[config.mk]
export PLATFORM = sky130hd
export DESIGN_NAME = booth2_seq_mult
export DESIGN_NICKNAME = d
export VERILOG_FILES = /design/src/rtl/booth2_pkg.sv /design/src/rtl/booth2_pp_gen.sv /design/src/rtl/booth2_seq_mult.sv
export SDC_FILE = /design/constraint.sdc
export NUM_CORES = 1
export LEC_CHECK = 0
export ABC_AREA = 1
export ABC_CLOCK_PERIOD_IN_PS = 6050
export BUFFER_PORTS_ARGS = -buffer_cell sky130_fd_sc_hd__buf_2
export CORE_ASPECT_RATIO = 0.8
export CORE_MARGIN = 2
export CORE_UTILIZATION = 58
export DETAILED_ROUTE_END_ITERATION = 8
export PLACE_DENSITY = 0.8
export SYNTH_ARGS = -nofsm -noshare
export SYNTH_HDL_FRONTEND = slang
export SYNTH_SLANG_ARGS = --single-unit
[constraint.sdc]
create_clock -name clk -period 6.05 [get_ports clk]
set_input_delay 0.3025 -clock clk [delete_from_list [all_inputs] [get_ports clk]]
set_output_delay 0.3025 -clock clk [all_outputs]
set_load 0.01 [all_outputs]
[src/rtl/booth2_pkg.sv]
// Shared types and helpers for the Booth-2 sequential multiplier.
// Holds the controller state encoding, the Booth digit encoding and the
// triplet decoder used by the partial-product generator.
package booth2_pkg;

  typedef enum logic [1:0] {
    IDLE,
    RUN,
    DONE
  } state_t;

  typedef enum logic [2:0] {
    ZERO,
    POS1,
    POS2,
    NEG1,
    NEG2
  } digit_t;

  // Radix-4 recoding of one overlapping multiplier triplet {b[2i+1], b[2i], b[2i-1]}.
  function automatic digit_t decode_triplet(input logic [2:0] t);
    digit_t d;
    case (t)
      3'b001, 3'b010: d = POS1;
      3'b011:         d = POS2;
      3'b100:         d = NEG2;
      3'b101, 3'b110: d = NEG1;
      default:        d = ZERO;
    endcase
    return d;
  endfunction

endpackage

[src/rtl/booth2_pp_gen.sv]
// Booth-2 partial-product generator (combinational), time-shared by the
// controller. The signed partial product equals pp + neg: negative digits
// are produced as the one's complement of a or 2a with the +1 returned on
// neg, so that -2a for the most negative a (which needs WIDTH+2 bits in
// two's complement) still fits the WIDTH+1-bit pp.
module booth2_pp_gen
  import booth2_pkg::*;
#(
  parameter int WIDTH = 4
) (
  input  logic [2:0]     triplet,
  input  logic [WIDTH-1:0] mcand,
  output logic [WIDTH:0] pp,
  output logic           neg
);

  logic [WIDTH:0] a_ext;
  logic [WIDTH:0] a_dbl;
  logic [WIDTH:0] sel;

  assign a_ext = {mcand[WIDTH-1], mcand};
  assign a_dbl = {mcand, 1'b0};

  // Select 0, a or 2a from the decoded digit, then invert for negative digits.
  always_comb begin
    sel = '0;
    neg = 1'b0;
    case (decode_triplet(triplet))
      POS1: sel = a_ext;
      POS2: sel = a_dbl;
      NEG1: begin
        sel = a_ext;
        neg = 1'b1;
      end
      NEG2: begin
        sel = a_dbl;
        neg = 1'b1;
      end
      default: sel = '0;
    endcase
    pp = neg ? ~sel : sel;
  end

endmodule

[src/rtl/booth2_seq_mult.sv]
// Iterative radix-4 (Booth-2) signed multiplier.
// Accepts a WIDTH x WIDTH operand pair on in_valid/in_ready, walks the
// multiplier one Booth digit per clock through a single shared
// booth2_pp_gen, and returns the 2*WIDTH-bit product on out_valid/out_ready.
// Optional build macro BOOTH_ZERO_SKIP_EN ends RUN early once every
// remaining digit decodes to zero; the product is the same either way.
//
// Handshake: a transfer happens on a rising edge where valid and ready are
// both high. in_ready is high only in IDLE; out_valid is high only in DONE,
// and product is held stable there until out_ready is seen.
// The FSM state is available as the internal signal 'state' (state_t).
module booth2_seq_mult
  import booth2_pkg::*;
#(
  parameter int WIDTH = 4
) (
  input  logic                 clk,
  input  logic                 rst,
  input  logic                 in_valid,
  output logic                 in_ready,
  input  logic [WIDTH-1:0]     a,
  input  logic [WIDTH-1:0]     b,
  output logic                 out_valid,
  input  logic                 out_ready,
  output logic [2*WIDTH-1:0]   product,
  output logic                 busy
);

  localparam int CNT_W = $clog2(WIDTH / 2) + 1;
  localparam logic [CNT_W-1:0] LAST_DIGIT = CNT_W'(WIDTH / 2 - 1);

  state_t               state;
  state_t               state_next;
  logic [2*WIDTH-1:0]   acc;
  logic [CNT_W-1:0]     cnt;
  logic [WIDTH-1:0]     a_q;
  logic [WIDTH-1:0]     b_q;

  logic [WIDTH:0]       b_ext;
  logic [WIDTH:0]       b_win;
  logic [2:0]           triplet;
  logic [WIDTH:0]       pp;
  logic                 pp_neg;
  logic [2*WIDTH-1:0]   pp_sext;
  logic [2*WIDTH-1:0]   addend;
  logic [2*WIDTH-1:0]   acc_next;
  logic [CNT_W:0]       digit_sh;
  logic                 last_digit;
  logic                 run_end;

  // Digit window: b with the implicit b[-1]=0 appended, shifted by 2i.
  assign b_ext    = {b_q, 1'b0};
  assign digit_sh = {cnt, 1'b0};
  assign b_win    = b_ext >> digit_sh;
  assign triplet  = b_win[2:0];

  booth2_pp_gen #(
    .WIDTH(WIDTH)
  ) u_pp_gen (
    .triplet(triplet),
    .mcand  (a_q),
    .pp     (pp),
    .neg    (pp_neg)
  );

  // Sign-extend, weight by 4^i and fold in the deferred +1 of a negative digit.
  assign pp_sext  = {{(WIDTH - 1){pp[WIDTH]}}, pp};
  assign addend   = (pp_sext << digit_sh)
                  + ({{(2 * WIDTH - 1){1'b0}}, pp_neg} << digit_sh);
  assign acc_next = acc + addend;

  assign last_digit = (cnt == LAST_DIGIT);

`ifdef BOOTH_ZERO_SKIP_EN
  // Remaining digits all decode to zero when b[WIDTH-1 : 2i+1] is uniform;
  // an arithmetic shift leaves that slice with copies of its own top bit.
  logic [CNT_W:0]          tail_sh;
  logic signed [WIDTH-1:0] b_tail;
  logic                    tail_zero;

  assign tail_sh   = {cnt, 1'b1};
  assign b_tail    = $signed(b_q) >>> tail_sh;
  assign tail_zero = (b_tail == '0) || (&b_tail);
  assign run_end   = last_digit || tail_zero;
`else
  assign run_end   = last_digit;
`endif

  // State register.
  always_ff @(posedge clk or negedge rst) begin
    if (!rst) begin
      state <= IDLE;
    end else begin
      state <= state_next;
    end
  end

  // Next-state and handshake outputs.
  always_comb begin
    state_next = state;
    in_ready   = 1'b0;
    out_valid  = 1'b0;
    busy       = 1'b0;
    product    = '0;
    case (state)
      IDLE: begin
        in_ready = 1'b1;
        if (in_valid) begin
          state_next = RUN;
        end
      end
      RUN: begin
        busy = 1'b1;
        if (run_end) begin
          state_next = DONE;
        end
      end
      DONE: begin
        busy      = 1'b1;
        out_valid = 1'b1;
        product   = acc;
        if (out_ready) begin
          state_next = IDLE;
        end
      end
      default: state_next = IDLE;
    endcase
  end

  // Operand latch, digit counter and product accumulator.
  always_ff @(posedge clk or negedge rst) begin
    if (!rst) begin
      acc <= '0;
      cnt <= '0;
      a_q <= '0;
      b_q <= '0;
    end else if (state == IDLE && in_valid) begin
      acc <= '0;
      cnt <= '0;
      a_q <= a;
      b_q <= b;
    end else if (state == RUN) begin
      acc <= acc_next;
      cnt <= cnt + CNT_W'(1);
    end
  end

endmodule
==> results.md, run 1 <==
* Post-route insts no fill at 296
* Status: completed
* Async set or reset register ratio after synthesis at 100%
* Gr usage total at 23.9%
* Worst hold stages at 3
* Top post-synthesis cells by area: dfrtp_1 29%, nand2_1 17%, ha_1 12%
* Worst setup SP type: flip-flop
* Fmax at 218 MHz
* Area leader, netlist: dfrtp_1
* Critical Path RT at 6.21 ns
* CTS buffer count at 3
* FF+latch count, synth at 20
* GRT Residual Overflow at 0
* Total number of vias at 1516
* Unique masters post-synth at 27
* Post-route ant nets at 0
* Pre-Repair DR Iteration Count at 4
* Switch Pwr at 630 uW
* # DRC at 0
* Post-DP HPWL at 2.88 mm
* Finish-stage setup viols at 0
* Clock share of power at 8.5%
* Largest stage delay, worst path at 0.55 ns
* Synthesis Warnings at 0
* CP max stage cell: dfrtp_1
* Maximum VDD drop at 0.000307 V
* Post-DP Area at 1850 um^2
* Post-cts resize count at 0
* Syn-to-layout area delta at 11.5%
* TNS Setup at 0 ns
* Clock root buffer: clkbuf_8
* Net Count, Synth at 270
* Synth top area share at 29.2%
* Critical Path AT at 4.75 ns
* Power Dens Cells at 629 nW/um^2
* Die Wd at 64.8 um
* DIE HEIGHT at 52.6 um
* Num rows at 17
* Leak pwr at 1.11 nW
* Pint at 573 uW
* HP Class: in -> reg
* Post-synth top flop: dfrtp_1
* CP startpoint: cnt[0]
* Die outline area at 3410 um^2
* Placed cell count at 291
* Final slew viol count at 0
* Sw Share at 52.4%
* Crit Path Max Fanout at 12
* CTS tree: yes
* Worst hold start: a[1]
* Post-Syn Area at 1720 um^2
* RSZ-0062 raised after global routing: false
* Vias in the first global route at 1400
* Crit. End Element: flip-flop
* Nets at 293
* Seq/Total Area, Yosys at 29.2%
* Starting DRT DRC Count at 94
* Largest net degree at the start of global routing at 21
* Post-synth EDFFs at 0
* Hold_ws at 0.234 ns
* Slew margin rel. at 64.8%
* Ant. Diodes at 0
* Tcrit/Tclk final at 75.8%
* Period minus WS final at 4.59 ns
* Fin util at 68.6%
* WS Path Type: reg -> reg
* Post-synthesis instance total at 236
* Clk slew on worst S/H paths at 0.08 ns
* # port buffers at 22
* # H-tree levels at 1
* Tightest Pin Transition at 0.526 ns
* Design Area, Final at 1910 um^2
* Vias/cell at 5.12
* Syn avg cell area at 7.27 um^2
* Number of max-cap violations at 0
* Area of the core at 2790 um^2
* First-pass GRT wire length at 6.18 mm
* Combinational share of power at 71.2%
* Initial Utilization at 61.6%
* Most frequent CP cell: nand2_1
* IO Pins at 23
* Final Hold Vio Count at 0
* Worst skew pair latency at 0.26 ns
* Worst Reg2Reg Path Length in Cells at 27
* GPL Wtd Cong at 0.959
* Most common cell after layout, fill and taps aside: nand2_1
* Flop pwr share at 20.3%
* Commonest non-fill, non-tap cells in the layout: 78 x nand2_1, 35 x inv_1, 22 x buf_2
* Wirelength per Cell at 12.0 um
* Clock sink count at 20
* Antenna violations before repair at 0
* Worst r2r src: cnt[0]
* Clk buf depth at 2
* Layout cells sized above 1 at 14.7%
* Clock skew at 0.00598 ns
* Post-Route WL at 3.56 mm
[power by group through the flow]
stage                     registers (mW)  logic (mW)  clock network (mW)
final                              0.244       0.857               0.102
after global placement             0.245       0.839                   0
after global routing               0.252       0.996               0.108
after floorplan                    0.222       0.703                   0
after CTS                          0.242       0.858               0.103
after detailed placement           0.245       0.849                   0
[layout make-up]
| class | count | area, um^2 |
|---|---|---|
| tap | 38 | 47.5 |
| clock buffer | 4 | 55.1 |
| timing repair buffer | 23 | 120 |
| inverter | 38 | 148 |
| sequential | 20 | 500 |
| fill | 252 | 875 |
| multi-input combinational | 173 | 1040 |
[worst paths after layout]
kind,end,slack [ns]
max,acc[7],1.46
min,a_q[1],0.23
min in group asynchronous,acc[5],0.50
max in group asynchronous,b_q[0],5.23
min reg2reg,b_q[0],0.51
max reg2reg,acc[7],1.46
[flip-flops by register name (all words and copies together), names as in the netlist]
register	cells
a_q	4
acc	8
b_q	4
cnt	2
state	2
[cells by family after synthesis]
logic type               synth area share (%)
buffers and inverters                    10.1
XOR/XNOR                                 2.55
AO/OA/AOI/OAI                            9.34
AND/OR/NAND/NOR                          30.6
adder cells (fa/ha/maj)                  18.2
flip-flops                               29.2
[Yosys cell counts (all sizes together), types with 2 or more instances]
| master | instances |
|---|---|
| fa | 5 |
| xor2 | 3 |
| o21ai | 13 |
| dfrtp | 20 |
| clkbuf | 4 |
| nand3 | 23 |
| inv | 38 |
| nor2 | 11 |
| o22ai | 4 |
| xnor2 | 2 |
| a22o | 3 |
| a21oi | 4 |
| nand2 | 82 |
| ha | 17 |
[critical path: cells and delay by family, from the launching register on]
| kind | cells | cell delay, ns |
|---|---|---|
| compound gates | 4 | 0.63 |
| flops | 1 | 0.55 |
| simple gates | 13 | 1.36 |
| fa+ha+maj | 3 | 1.18 |
| buf+inv | 6 | 0.57 |
| xor+xnor | 1 | 0.20 |
[metal layers]
layer | share of wire [%] | wire length, um | track usage, % | up-vias
met5 | 0 | 0 | 0 | -
met4 | 0.87 | 31 | 6.38 | 0
met3 | 4.6 | 162 | 3.44 | 4
met2 | 43 | 1530 | 37.6 | 36
met1 | 52 | 1840 | 34.7 | 685
li1 | - | - | - | 791
[stage by stage]
step / total power [mW] / setup slack, ns
final: 1.20 / 1.46
after detailed placement: 1.09 / 1.52
after global placement: 1.08 / 1.69
after global routing: 1.36 / 0.999
after CTS: 1.20 / 1.48
after floorplan: 0.925 / 1.80
[timing repair]
item / CTS / global route
endpoints found under the setup margin: 0 / 0
buffers inserted: 0 / 0
hold buffers: 1 / 0
hold endpoints to repair: 9 / 0
Power figures use the tool's default switching activity.
==> inputs of run 2 (changes only) <==
Settings changed: ABC_CLOCK_PERIOD_IN_PS 6050 to 4300.
Clock period 6.05 ns to 4.3 ns, I/O delays scaled along.
==> run 2 against run 1 <==
Highest routed layer unchanged. Sequential share of layout area is 1.1 points lower. Clock power up 42%. Combinational power is 54% higher. Total power increased by 50%. Non-clock buffer count grew 6. Die area did not move. Utilization increased by 3.1 points. Via count up 5.8%.
==> results.md, run 2 (synthesis gave the netlist of run 1 again) <==
* Crit path max-delay family: simple AND/OR/NAND/NOR gates
* Clock root buffer: clkbuf_8
* Pint at 853 uW
* Clock skew at 0.00690 ns
* Gr usage total at 24.2%
* Vias/cell at 5.29
* Hold_ws at 0.145 ns
* IO Pins at 23
* Post-route ant nets at 0
* Final slew viol count at 0
* Layout cells sized above 1 at 20.0%
* Wirelength per Cell at 12.5 um
* Tightest Pin Transition at 0.578 ns
* Leak pwr at 1.15 nW
* Critical path depth in cells at 26
* Nets at 300
* Flop pwr share at 18.6%
* Critical Path AT at 4.13 ns
* CP max stage cell: fa_1
* # DRC at 0
* Fmax at 251 MHz
* Post-Route WL at 3.80 mm
* # H-tree levels at 1
* Clock sink count at 20
* Worst hold start: b[2]
* Ant. Diodes at 0
* HP Class: in -> reg
* WS Path Type: reg -> reg
* Critical Path RT at 4.45 ns
* Status: completed
* Worst skew pair latency at 0.26 ns
* Initial Utilization at 61.6%
* Worst Hold End: b_q[2]
* R2r setup slk at 0.32 ns
* Total power at 1.80 mW
* # port buffers at 22
* Maximum VDD drop at 0.000534 V
* Most flops, register: acc
* CTS buffer count at 3
* Die Wd at 64.8 um
* Number of max-cap violations at 0
* Post-route insts no fill at 303
* Placed cell count at 295
* Crit Path Max Fanout at 7
* Final Hold Vio Count at 0
* Combinational share of power at 73.4%
* Sw Share at 52.6%
* Commonest non-fill, non-tap cells in the layout: 78 x nand2_1, 35 x inv_1, 22 x buf_2
* Num rows at 17
* CP startpoint: cnt[1]
* Worst r2r src: cnt[1]
* Die outline area at 3410 um^2
* Clk slew on worst S/H paths at 0.08 ns
* Clock share of power at 8.1%
* First-pass GRT wire length at 6.16 mm
* Finish-stage setup viols at 0
* Most common cell after layout, fill and taps aside: nand2_1
* Period minus WS final at 3.98 ns
* Worst setup SP type: flip-flop
* Place WS at 0.0609 ns
* Syn-to-layout area delta at 16.6%
* Biggest regs: acc: 8 flops, a_q: 4 flops, b_q: 4 flops
* DIE HEIGHT at 52.6 um
* Vias in the first global route at 1381
* Post-DP HPWL at 2.87 mm
* Largest stage delay, worst path at 0.55 ns
* CP bufs+invs at 6
* GPL Wtd Cong at 0.927
* Slew margin rel. at 61.3%
* Pre-Repair DR Iteration Count at 4
* Area of the core at 2790 um^2
* Critical R2R Capture: acc[6]
* Largest net degree at the start of global routing at 21
* Antenna violations before repair at 0
* Crit. End Element: flip-flop
* CTS tree: yes
* Switch Pwr at 946 uW
* GRT Residual Overflow at 0
* Worst Reg2Reg Path Length in Cells at 26
* Starting DRT DRC Count at 134
* Clk buf depth at 2
* Most frequent CP cell: inv_1
* Tcrit/Tclk final at 92.6%
* Power Dens Cells at 900 nW/um^2
* Post-layout worst setup margin at 0.320 ns
* Max reg flops at 8
* Total number of vias at 1604
* Worst hold stages at 3
[run 2: cell type report]
class                      count  area, um^2
fill                         231         787
multi-input combinational    174        1080
clock buffer                   4        55.1
sequential                    20         502
inverter                      38         150
timing repair buffer          29         165
tap                           38        47.5
[run 2: tightest hold or removal path, delay by kind of cell]
kind | cells | cell delay (ns)
buf+inv | 1 | 0.07
simple gates | 2 | 0.08
[run 2: repair_timing]
item	CTS	global route
endpoints found under the hold margin	20	0
buffers inserted	0	2
hold buffers	1	0
gates resized for setup	0	10
endpoints found under the setup margin	0	2
[run 2: metal layers]
layer / GRT usage, % / wire [um] / up-vias
li1: - / - / 811
met2: 37.5 / 1640 / 59
met3: 4.09 / 264 / 5
met1: 34.1 / 1850 / 729
met5: 0 / 0 / -
met4: 8.87 / 44 / 0
[run 2: worst max path at each step]
stage | slack, ns | end
global route | -0.01 | acc[7]
floorplan | 0.05 | acc[7]
CTS | 0.02 | acc[7]
global placement | 0.20 | acc[7]
detailed placement | 0.06 | acc[7]
finish | 0.32 | acc[6]
[run 2: power by group through the flow]
stage	registers [mW]	logic [mW]	clock network (mW)
floorplan	0.312	0.989	0
global placement	0.332	1.21	0
finish	0.334	1.32	0.145
detailed placement	0.334	1.23	0
CTS	0.330	1.25	0.147
global route	0.343	1.51	0.153
[run 2: through the flow]
step                TNS, ns  area (um^2)  util [%]
floorplan                 0         1720         -
global placement          0         1880      67.4
detailed placement        0         1880      67.4
CTS                       0         1940      69.7
global route        -0.0118         2000      71.8
finish                    0         2000      71.8
